File: config.mk
export PLATFORM = sky130hd
export DESIGN_NAME = weight_fifo_to_buffer_tile
export DESIGN_NICKNAME = d
export VERILOG_FILES = /design/src/rtl/weight_fifo_to_buffer_tile_pkg.sv /design/src/rtl/weight_fifo_to_buffer_tile_tile_idx_counter.sv /design/src/rtl/weight_fifo_to_buffer_tile.sv
export SDC_FILE = /design/constraint.sdc
export NUM_CORES = 1
export LEC_CHECK = 0
export ABC_CLOCK_PERIOD_IN_PS = 2500
export CAP_MARGIN = 0
export CELL_PAD_IN_SITES_DETAIL_PLACEMENT = 1
export CELL_PAD_IN_SITES_GLOBAL_PLACEMENT = 1
export CORE_MARGIN = 2
export CORE_UTILIZATION = 30
export DETAILED_ROUTE_END_ITERATION = 6
export PLACE_DENSITY_LB_ADDON = 0.1
export SLEW_MARGIN = 5
export SYNTH_ARGS = -nofsm -noshare
export SYNTH_HDL_FRONTEND = slang
export SYNTH_SLANG_ARGS = --single-unit
File: constraint.sdc
create_clock -name clk -period 2.5 [get_ports clk]
set_clock_uncertainty 0.05 [all_clocks]
set_input_delay 0.375 -clock clk [delete_from_list [all_inputs] [get_ports clk]]
set_output_delay 0.375 -clock clk [all_outputs]
set_load 0.05 [all_outputs]
File: src/rtl/weight_fifo_to_buffer_tile_pkg.sv
// Shared constants, FSM encoding and parameter helpers for the weight FIFO to
// weight-buffer store stage.
package weight_fifo_to_buffer_tile_pkg;

  // Default tile geometry of the accelerator.
  localparam int DEF_K      = 3;
  localparam int DEF_TN     = 16;
  localparam int DEF_TM     = 16;
  localparam int KK         = DEF_K * DEF_K;
  localparam int TILE_WORDS = DEF_TM * DEF_TN * KK;

  typedef enum logic [1:0] {
    IDLE = 2'd0,
    POP  = 2'd1,
    LAST = 2'd2,
    DONE = 2'd3
  } wf_state_e;

  // Words per (m,n) pair for kernel size k.
  function automatic int kk_of(input int k);
    return k * k;
  endfunction

  // Words in one Tm x Tn x K x K tile.
  function automatic int tile_words_of(input int tm, input int tn, input int k);
    return tm * tn * k * k;
  endfunction

  // A bank must hold Tm*K*K words: 2^aw >= tm*k*k.
  function automatic bit addr_fits(input int aw, input int tm, input int k);
    if (aw >= 31) return 1'b1;
    return (longint'(tm) * k * k) <= (longint'(1) << aw);
  endfunction

endpackage

File: src/rtl/weight_fifo_to_buffer_tile_tile_idx_counter.sv
// Nested k/n/m tile index counter. k is innermost and wraps at KK-1, n wraps
// at TN-1, m wraps at TM-1. base tracks m*KK incrementally so the buffer
// address needs no multiplier.
module tile_idx_counter #(
  parameter int CW = 16,
  parameter int KK = 9,
  parameter int TN = 16,
  parameter int TM = 16
) (
  input  logic          clk,
  input  logic          rst,
  input  logic          clr,
  input  logic          en,
  output logic [CW-1:0] k_idx,
  output logic [CW-1:0] n_idx,
  output logic [CW-1:0] base,
  output logic          last
);

  localparam logic [CW-1:0] K_MAX  = CW'(KK - 1);
  localparam logic [CW-1:0] N_MAX  = CW'(TN - 1);
  localparam logic [CW-1:0] M_MAX  = CW'(TM - 1);
  localparam logic [CW-1:0] KK_INC = CW'(KK);

  logic [CW-1:0] m_idx;
  logic          k_wrap;
  logic          n_wrap;
  logic          m_wrap;

  assign k_wrap = (k_idx == K_MAX);
  assign n_wrap = (n_idx == N_MAX);
  assign m_wrap = (m_idx == M_MAX);
  assign last   = k_wrap && n_wrap && m_wrap;

  // Advance k, carrying into n and then m; base follows m in steps of KK.
  always_ff @(posedge clk or negedge rst) begin
    if (!rst) begin
      k_idx <= '0;
      n_idx <= '0;
      m_idx <= '0;
      base  <= '0;
    end else if (clr) begin
      k_idx <= '0;
      n_idx <= '0;
      m_idx <= '0;
      base  <= '0;
    end else if (en) begin
      if (!k_wrap) begin
        k_idx <= k_idx + 1'b1;
      end else begin
        k_idx <= '0;
        if (!n_wrap) begin
          n_idx <= n_idx + 1'b1;
        end else begin
          n_idx <= '0;
          if (!m_wrap) begin
            m_idx <= m_idx + 1'b1;
            base  <= base + KK_INC;
          end else begin
            m_idx <= '0;
            base  <= '0;
          end
        end
      end
    end
  end

endmodule

File: src/rtl/weight_fifo_to_buffer_tile.sv
// Drains one Tm x Tn x K x K weight tile from the weight FIFO (m-major,
// n-middle, k-innermost) into the input-channel-banked weight buffer.
// Word (m,n,k) goes to bank n at address m*KK + k, one cycle after its pop.
module weight_fifo_to_buffer_tile
  import weight_fifo_to_buffer_tile_pkg::*;
#(
  parameter int AW = 12,
  parameter int CW = 16,
  parameter int DW = 32,
  parameter int K  = 3,
  parameter int Tn = 16,
  parameter int Tm = 16
) (
  input  logic          clk,
  input  logic          rst,
  input  logic          store_start,
  output logic          store_done,
  input  logic          load_fifo_empty,
  output logic          load_fifo_pop,
  input  logic [DW-1:0] load_fifo_data,
  output logic          wbuf_wr_ena,
  output logic [Tn-1:0] wbuf_bank_sel,
  output logic [AW-1:0] wbuf_wr_addr,
  output logic [DW-1:0] wbuf_wr_data
);

  localparam int KSQ = kk_of(K);

  if (!addr_fits(AW, Tm, K)) begin : g_aw_check
    $error("weight_fifo_to_buffer_tile: AW too small for Tm*K*K words per bank");
  end

  wf_state_e     state;
  logic          start_run;
  logic          pop_last;
  logic [CW-1:0] k_p;
  logic [CW-1:0] n_p;
  logic [CW-1:0] base_p;
  logic          pop_d1;
  logic [CW-1:0] k_w;
  logic [CW-1:0] n_w;
  logic [CW-1:0] base_w;

  assign start_run     = (state == IDLE) && store_start;
  assign load_fifo_pop = (state == POP) && !load_fifo_empty;

  tile_idx_counter #(
    .CW (CW),
    .KK (KSQ),
    .TN (Tn),
    .TM (Tm)
  ) u_pop_idx (
    .clk   (clk),
    .rst   (rst),
    .clr   (start_run),
    .en    (load_fifo_pop),
    .k_idx (k_p),
    .n_idx (n_p),
    .base  (base_p),
    .last  (pop_last)
  );

  // Run control; store_done is registered and high exactly while in DONE.
  always_ff @(posedge clk or negedge rst) begin
    if (!rst) begin
      state      <= IDLE;
      store_done <= 1'b0;
    end else begin
      store_done <= 1'b0;
      case (state)
        IDLE: if (store_start) state <= POP;
        POP:  if (load_fifo_pop && pop_last) state <= LAST;
        LAST: begin
          state      <= DONE;
          store_done <= 1'b1;
        end
        DONE:    state <= IDLE;
        default: state <= IDLE;
      endcase
    end
  end

  // Write-side indices: the pop indices delayed to line up with FIFO data.
  always_ff @(posedge clk or negedge rst) begin
    if (!rst) begin
      pop_d1 <= 1'b0;
      k_w    <= '0;
      n_w    <= '0;
      base_w <= '0;
    end else begin
      pop_d1 <= load_fifo_pop;
      k_w    <= k_p;
      n_w    <= n_p;
      base_w <= base_p;
    end
  end

  assign wbuf_wr_ena  = pop_d1;
  assign wbuf_wr_data = load_fifo_data;
  assign wbuf_wr_addr = AW'(base_w + k_w);

  // One-hot bank decode, gated so no bank is selected while not writing.
  always_comb begin
    wbuf_bank_sel = '0;
    for (int unsigned i = 0; i < Tn; i++) begin
      if (pop_d1 && (n_w == CW'(i))) wbuf_bank_sel[i] = 1'b1;
    end
  end

endmodule

# After elaboration in Yosys (flattened, before gate mapping)
# Cells that the tools add are included.
[word_totals] wordCells=105 out_inout_bits=63 ff_bits=108 in_bits=36
[op_classes] mux=37 eq_ne=23 reduce_logical=30 addsub=5
[ops] op="$mux 16" n=17
[ops] op="$eq 16x4->1 const B" n=11
[ops] op="$eq 16x3->1 const B" n=4
[ops] op="$add 16x1->16 const B" n=3
[ops] op="$eq 16x2->1 const B" n=2
[ops] op="$logic_and 1x1->1" n=21
[ops] op="$mux 1" n=17
[ops] op="$add 16x4->16 const B" n=1
[ops] op="$eq 16x1->1 const B" n=1
[ops] op="$logic_not 16->1" n=1
[ops] op="$add 12x12->12" n=1
[ops] op="$pmux 2 s4" n=1
[ops] op="$reduce_bool 2->1" n=3
[ops] op="$eq 2x2->1 const B" n=2
[ops] op="$mux 2" n=2
[ops] op="$reduce_and 2->1" n=2
[ops] op="$reduce_and 3->1" n=1
[ops] op="$eq 2x1->1 const B" n=1
[ops] op="$logic_not 2->1" n=1
[ops] op="$ne 2x1->1 const B" n=1
[ops] op="$ne 2x2->1 const B" n=1
[ops] op="$logic_not 1->1" n=1

# Longest topological paths before layout
# Gate-level depths: netlist of the first run.
[logic_depth] depth_word=6 mapped_depth=9 depth_no_buf=8

# Modules after synthesis
# Synthesis of the first run repeated with hierarchy kept, for this count alone.
[unflattened] hier_cells=568 hier_area_um2=5520.3
[modules_own_cells] module="tile_idx_counter" n_inst=1 cells_per_inst=391 seq_area_each_um2=1601.5 area_per_inst_um2=3479.6
[modules_own_cells] module="weight_fifo_to_buffer_tile" n_inst=1 cells_per_inst=177 seq_area_each_um2=1101.1 area_per_inst_um2=2040.7

# Least setup slack after synthesis of the first run
# OpenSTA, ideal clock, no wires.
[synth_timing] path_kind="reg2out" from="register pop_d1 (netlist: wbuf_wr_ena)" to="output port wbuf_bank_sel[0]" setup_slack_ns=-0.402 stages_incl_launch_ff=5 path_buffers=0 arrival_time_ns=2.477 t_required_ns=2.075 cell_sequence="dfrtp_1 > nor4b_1 > nand4_1 > or3_1 > nor3_1"
[synth_between] elab_chain_len=2
[synth_lines] element="start: declaration" line="weight_fifo_to_buffer_tile.sv:39" rtl="logic pop_d1;"
[synth_lines] element="start signal: assignment" line="weight_fifo_to_buffer_tile.sv:91" rtl="pop_d1 <= load_fifo_pop;"
[synth_lines] element="$logic_and 1x1->1" line="weight_fifo_to_buffer_tile.sv:106" rtl="if (pop_d1 && (n_w == CW'(i))) wbuf_bank_sel[i] = 1'b1;"
[synth_lines] element="$mux 1" line="weight_fifo_to_buffer_tile.sv:106"
[synth_lines] element="end: declaration" line="weight_fifo_to_buffer_tile.sv:22" rtl="output logic [Tn-1:0] wbuf_bank_sel,"
# Every way passes these cells.

# Worst setup path after layout of the first run
[layout_timing] from="register k_w[0]" to="output port wbuf_wr_addr[10]"
[layout_between] elab_chain_len=1
[layout_lines] element="start: declaration" line="weight_fifo_to_buffer_tile.sv:40" rtl="logic [CW-1:0] k_w;"
[layout_lines] element="start signal: assignment" line="weight_fifo_to_buffer_tile.sv:92" rtl="k_w <= k_p;"
[layout_lines] element="$add 12x12->12" line="weight_fifo_to_buffer_tile.sv:100" rtl="assign wbuf_wr_addr = AW'(base_w + k_w);"
[layout_lines] element="end: declaration" line="weight_fifo_to_buffer_tile.sv:23" rtl="output logic [AW-1:0] wbuf_wr_addr,"
# Every way passes these cells.

==> results of run 1 <==
## power by group through the flow
stage / clock network (uW) / registers, uW / logic, uW
after floorplan: 0 / 1920 / 602
after global placement: 0 / 1890 / 986
after detailed placement: 0 / 1900 / 994
after CTS: 1490 / 1870 / 1020
after global routing: 1560 / 1890 / 1170
final: 1440 / 1870 / 1080
## worst register-to-register path: cells and delay by family, from the launching register on
family	cells	cell delay [ps]
simple gates	3	1140
flops	1	390
mux	1	330
buf+inv	1	220
compound gates	1	190
## what timing repair did
| item | 4_1_cts | 5_1_grt |
|---|---|---|
| hold buffers | 1 | 0 |
| buffers inserted | 2 | 2 |
| resized for setup | 13 | 34 |
| hold endpoints to repair | 36 | 0 |
| pin swaps | 9 | 17 |
| endpoints found under the setup margin | 16 | 41 |
| gates cloned | 0 | 0 |
## layout by cell type (no fill, tap or decap), types with 6 or more instances in the layout
cell type,netlist,final
a21o_1,10,10
a21oi_1,11,9
and3_1,7,7
buf_12,0,25
buf_4,32,60
clkbuf_16,0,11
dfrtp_1,104,104
ha_1,20,19
inv_1,20,20
nand2_1,42,38
nand2b_1,12,12
nand3_1,27,27
nand4_1,13,13
nor2_1,42,31
nor2_4,1,8
nor3_1,36,31
nor4_1,16,16
o21ai_0,56,55
o31ai_1,16,16
or4_1,6,6
xnor2_1,14,9
## flip-flops by register name, indices dropped and copies added (netlist names)
register / flops
base_w: 12
u_pop_idx.k_idx: 16
u_pop_idx.n_idx: 16
n_w: 16
u_pop_idx.m_idx: 16
k_w: 12
wbuf_wr_ena: 1
state: 2
store_done: 1
u_pop_idx.base: 12
## through the flow
step           area [um2]  power (uW)  hold WS [ps]  instances  setup TNS [ps]
2_1_floorplan        5540        2520          29.4        568            -277
3_3_place_gp         6550        2870           336        837            -230
3_5_place_dp         6550        2890           342        837            -313
4_1_cts              6940        4370           379        855           -1760
5_1_grt              7120        4630           393        856           -2610
6_report             7120        4390           368        856           -1510
## kinds of logic after synthesis
logic type	after synthesis	synth area share, %
buffers and inverters	71	7.19
adder cells (fa/ha/maj)	21	4.93
XOR/XNOR	20	3.20
flip-flops	104	47.5
multiplexers	2	0.457
AO/OA/AOI/OAI	122	14.5
AND/OR/NAND/NOR	228	22.2
## path summary, 6_finish.rpt
kind	start	endpoint	slack (ps)	cells past startpoint
worst min register to register	u_pop_idx.base[11]	base_w[11]	370	0
worst max register to register	u_pop_idx.k_idx[2]	state[1]	90	6
max in group asynchronous	rst	n_w[2]	1300	3
min in group asynchronous	rst	u_pop_idx.k_idx[4]	490	2
worst max-delay path	k_w[0]	wbuf_wr_addr[10]	-390	8
worst min-delay path	u_pop_idx.base[11]	base_w[11]	370	0
## routing by layer
metal | vias up | GRT usage (%)
met4 | 0 | 4.73
met1 | 2248 | 20.8
met3 | 25 | 2.90
li1 | 2147 | -
met2 | 54 | 26.7
met5 | - | 0
## area by class of cell
class	count	share of cell area, %
Clock buffer	11	3.41
Clock inverter	4	0.773
Inverter	21	1.11
Multi-Input combinational cell	393	38.8
Sequential cell	104	36.6
Tap cell	229	4.02
Timing Repair Buffer	94	15.4
==> results.md, run 1 <==
* Cell at the slowest stage of the critical path: dfrtp_1
* Worst skew pair latency at approximately 360 ps
* Met2 wire length at ~7400 um
* Sequential area share after synthesis at around 47%
* Dpl ws at -169 ps
* CP Launch Type: flip-flop
* WP buf/inv at 1
* Final #Nets at 680
* Gr ovfl total at 0
* Achievable Freq at 346 MHz
* Max-capacitance violation count at 0
* DR WL met3 at a little under 500 um
* Placed wire-length estimate at approximately 11000 um
* IR Drop Worst-Case VDD at 0.000532 V
* Endpoints failing hold at 0
* Dominant synthesized flop cell: dfrtp_1
* Largest area contributor in the netlist: dfrtp_1
* Core Footprint at about 0.018 mm2
* Max clock buf depth at 2
* Placer congestion estimate at 0.822
* Worst min path class: flip-flop to flip-flop
* Post-Syn Area at around 0.0055 mm2
* Status: finished, violations left
* Switching part of the total power at a little under a third
* Vias at approximately 4500
* Final ANT Viol Nets at 0
* Top Metal Used: met4
* Final period util at 116%
* Leak at a little over 0.003 uW
* CP delay by family, top: compound AO/OA/AOI/OAI gates
* Area of the multi-input gates at 0.00276 mm2
* Yosys top cell area share at a little under half
* Fin worst setup slack at -392 ps
* Syn nets at 625
* First drt pass iteration count at 4
* Unrepaired setup endpoints after global routing: true
* Number of global-route vias before repair at roughly 4800
* Async S/R FF share, synth at 100%
* Top-count cell post-synth: dfrtp_1
* Die X at ~140 um
* DR vias/cell at 5.23
* WP data required at approximately 2100 ps
* Largest net degree at the start of global routing at 41
* CP peak stage delay at between 300 and 400 ps
* Top post-synthesis cells by area: dfrtp_1 47%, o21ai_0 5.1%, ha_1 4.6%
* Fillers at between 1500 and 2000
* Die area at 0.0194 mm2
* CTS H-Tree Depth at 3
* Clock transition at path regs at 70 ps
* CTS tree: done
* Starting Density at between 30% and 40%
* Slew @ Worst Pin at 781 ps
* Area grow syn2layout at 29.9%
* Metal-1 WL at about 7000 um
* WP data arrival at between 2000 and 2500 ps
* Post-Syn Instances at approximately 570
* Avg Cell Area, Syn at a little under 10 um2
* Initial antenna violation count at 0
* Syn. warnings at 0
* Comb power frac at between 20% and 30%
* Slew Limit Headroom at roughly 47%
* Final core utilization at roughly two fifths
* Top-level I/O count at 99
* Clk pwr share at between 30% and 40%
* Buffers added on ports at 34
* Pwr/cell area at between 600 and 700 mW/mm2
* Clk sinks at 104
* Total Wirelength at 15000 um
* Num rows at 49
* Initial DRC count at 190
* Layout cells sized above 1 at 24.2%
* Post-synth EDFFs at 0
* CTS Buf Count at 9
* Antenna cell count at 0
* Failing checks: negative setup slack
* Fin crit period at around 2900 ps
* Final Setup Violations at 7
* Pint at a little over 3000 uW
* GR Util All Layers at approximately 16%
* Yosys cell types at 56
* DR WL/cell at 17.5 um
* Switching power at between 1000 and 1500 uW
* First-pass GRT wire length at 25000 um
* Register share of total power at between 40 and 50%
* Reg area at about 0.0026 mm2
* Die Y at roughly 140 um
* Post-synth top cells: 104 x dfrtp_1, 56 x o21ai_0, 42 x nand2_1, 42 x nor2_1, 36 x nor3_1
* Final Max Slew Viols at 0
* # DRC at 0
* Worst Setup Path Type: flip-flop to output port
* Crit. End Element: output port
* Synthesized flop and latch total at 104
* Clk Tree Root Cell: clkbuf_16
* Critical Path Fanout Max at 2
* Cell chain of the critical path: ha_2 -> fa_2 -> a21o_1 -> a211oi_2 -> o21ai_1 -> a211o_1 -> o211ai_1 -> clkbuf_16
Note: power is estimated with default switching activity, not from simulation.
==> run 2: changes to the inputs <==
--- a/config.mk
+++ b/config.mk
@@ -7,12 +7,10 @@
 export LEC_CHECK = 0
 export ABC_CLOCK_PERIOD_IN_PS = 2500
 export CAP_MARGIN = 0
-export CELL_PAD_IN_SITES_DETAIL_PLACEMENT = 1
-export CELL_PAD_IN_SITES_GLOBAL_PLACEMENT = 1
 export CORE_MARGIN = 2
 export CORE_UTILIZATION = 30
 export DETAILED_ROUTE_END_ITERATION = 6
-export PLACE_DENSITY_LB_ADDON = 0.1
+export HOLD_SLACK_MARGIN = 0.03
 export SLEW_MARGIN = 5
 export SYNTH_ARGS = -nofsm -noshare
 export SYNTH_HDL_FRONTEND = slang
==> run 2 against run 1 <==
Against the previous run:
- the run still ends with negative setup slack left
- clock-buffer cell count unchanged
- final area shrank 2.4%
- sequential power grew 2%
- utilization down 0.96 points
- setup slack improved by 0.60 ps
- first-iteration DRC count grew 100%
- power decreased by 3.7%
- critical path depth is the same
- maximum frequency hardly changed
- wire length is 15% lower
- critical path type unchanged
- largest power group unchanged
==> results.md, run 2 (synthesis gave the netlist of run 1 again) <==
* Fin crit period at 2890 ps (-0.600 ps)
* Starting Density at 30.5% (unchanged)
* Initial DRC count at 384 (+100%)
* Leak at 0.00292 uW (-4.5%)
* Number of cells on the critical path at 8 (unchanged)
* Commonest cells after routing, fill and taps aside: 104 x dfrtp_1, 55 x o21ai_0, 40 x nand2_1
* Max-capacitance violation count at 0 (unchanged)
* Pwr/cell area at 609 mW/mm2 (-1.3%)
* Fin worst setup slack at -392 ps (+0.600 ps)
* Die Y at 139 um (unchanged)
* Die X at 139 um (unchanged)
* DR WL/cell at 15.2 um (-13%)
* Core Footprint at 0.0180 mm2 (unchanged)
* Area grow syn2layout at 26.8%
* Min Hold Slack at 366 ps (-1.74 ps)
* Clk sinks at 104 (unchanged)
* Placer congestion estimate at 0.817 (-0.69%)
* GR Util All Layers at 13.1% (-2.8 points)
* Gr ovfl total at 0 (unchanged)
* WP data arrival at 2470 ps (about the same)
* Hold depth at 0 (unchanged)
* Slew @ Worst Pin at 640 ps (-141 ps)
* CP Launch Type: flip-flop
* Final #Nets at 658 (-3.2%)
* Achievable Freq at 346 MHz (about the same)
* Unrepaired setup endpoints after global routing: true
* Antenna cell count at 0 (unchanged)
* First-pass GRT wire length at 21000 um (-16%)
* Largest net degree at the start of global routing at 53 (+29%)
* CTS H-Tree Depth at 3 (unchanged)
* CTS Buf Count at 9 (unchanged)
* DR vias/cell at 5.23 (+0.15%)
* Failing checks: negative setup slack
* Num rows at 49 (unchanged)
* Top-level I/O count at 99 (unchanged)
* Total Wirelength at 12700 um (-15%)
* R2r setup slk at 180 ps (+90 ps)
* Slew Limit Headroom at 56.9% (+9.5 points)
* CP peak stage delay at 380 ps (about the same)
* IR Drop Worst-Case VDD at 0.000777 V (+46%)
* Crit. End Element: output port
* WP buf/inv at 1 (unchanged)
* Final period util at 116% (about the same)
* Worst skew pair latency at 340 ps (-20 ps)
* Clk Tree Root Cell: clkbuf_16
* Final Setup Violations at 6 (-1)
* Worst R2R Path Depth at 9 (+3)
* Clock transition at path regs at 70 ps (about the same)
* Status: finished, violations left
* Initial antenna violation count at 0 (unchanged)
* Buffers added on ports at 34 (unchanged)
* Final Max Slew Viols at 0 (unchanged)
* Max clock buf depth at 2 (unchanged)
* Placed wire-length estimate at 9060 um (-18%)
* WP data required at 2080 ps (about the same)
* CP delay by family, top: compound AO/OA/AOI/OAI gates
* Layout cells sized above 1 at 21.8% (-2.5 points)
* First drt pass iteration count at 4 (unchanged)
* Die area at 0.0194 mm2 (unchanged)
* Final core utilization at 38.7% (-0.96 points)
* Most common cell after layout, fill and taps aside: dfrtp_1
* Cell at the slowest stage of the critical path: dfrtp_1
* Endpoints failing hold at 0 (unchanged)
* # DRC at 0 (unchanged)
* Number of global-route vias before repair at 4225 (-11%)
* Worst Setup Path Type: flip-flop to output port
* Final ANT Viol Nets at 0 (unchanged)
* Worst min path class: flip-flop to flip-flop
* Cell chain of the critical path: ha_2 -> fa_2 -> a21o_1 -> a211oi_2 -> o21ai_2 -> a211o_1 -> o211ai_1 -> clkbuf_16
* CTS tree: done
* Critical Path Fanout Max at 2 (unchanged)
* Vias at 4371 (-2.3%)
run 2: cell count changes in the layout (fill, tap and decap cells not counted), sizes merged:
cell / change
inv: +1
buf: -22
clkinvlp: +1
bufinv: -1
run 2: stage by stage:
step	TNS (ps)	power (uW)	area, um2	setup slack (ps)	std cells
2_1_floorplan	-277	2520	5540	-126	568
3_3_place_gp	-130	2790	6380	-79.5	815
3_5_place_dp	-227	2820	6380	-107	815
4_1_cts	-1620	4220	6780	-373	835
5_1_grt	-2830	4430	6950	-523	835
6_report	-1550	4230	6950	-392	835
run 2: area by class of cell:
class / count / area, um2
clock buffers: 11 / 253
clock inverters: 5 / 40.0
fillers: 1712 / 11000
inverters: 21 / 78.8
multi-input cells: 393 / 2760
flip-flops and latches: 104 / 2600
well taps: 229 / 287
repair buffers: 72 / 928
run 2: power breakdown:
part | internal (uW) | leakage [uW] | switching (uW)
Combinational | 420 | 0.00140 | 538
Clock | 737 | 0.000140 | 626
Sequential | 1790 | 0.00138 | 123
run 2: metal layers:
metal	share of wire [%]	GRT usage [%]	routed length [um]
met1	44	16.7	5620
met2	49	21.7	6280
met3	4.6	2.97	587
met4	1.6	4.84	207
met5	0	0	0
run 2: final timing paths:
check | from | end
worst min-delay path | u_pop_idx.base[11] | base_w[11]
min in group asynchronous | rst | n_w[8]
worst min register to register | u_pop_idx.base[11] | base_w[11]
worst max register to register | u_pop_idx.k_idx[1] | u_pop_idx.n_idx[3]
max in group asynchronous | rst | k_w[10]
worst max-delay path | k_w[0] | wbuf_wr_addr[10]
run 2: repair_timing:
| item | CTS | global route |
|---|---|---|
| pin swaps | 7 | 16 |
| hold buffers | 1 | 0 |
| resized for setup | 12 | 37 |
| buffers inserted | 3 | 1 |
| endpoints found under the setup margin | 16 | 50 |
| endpoints found under the hold margin | 43 | 0 |
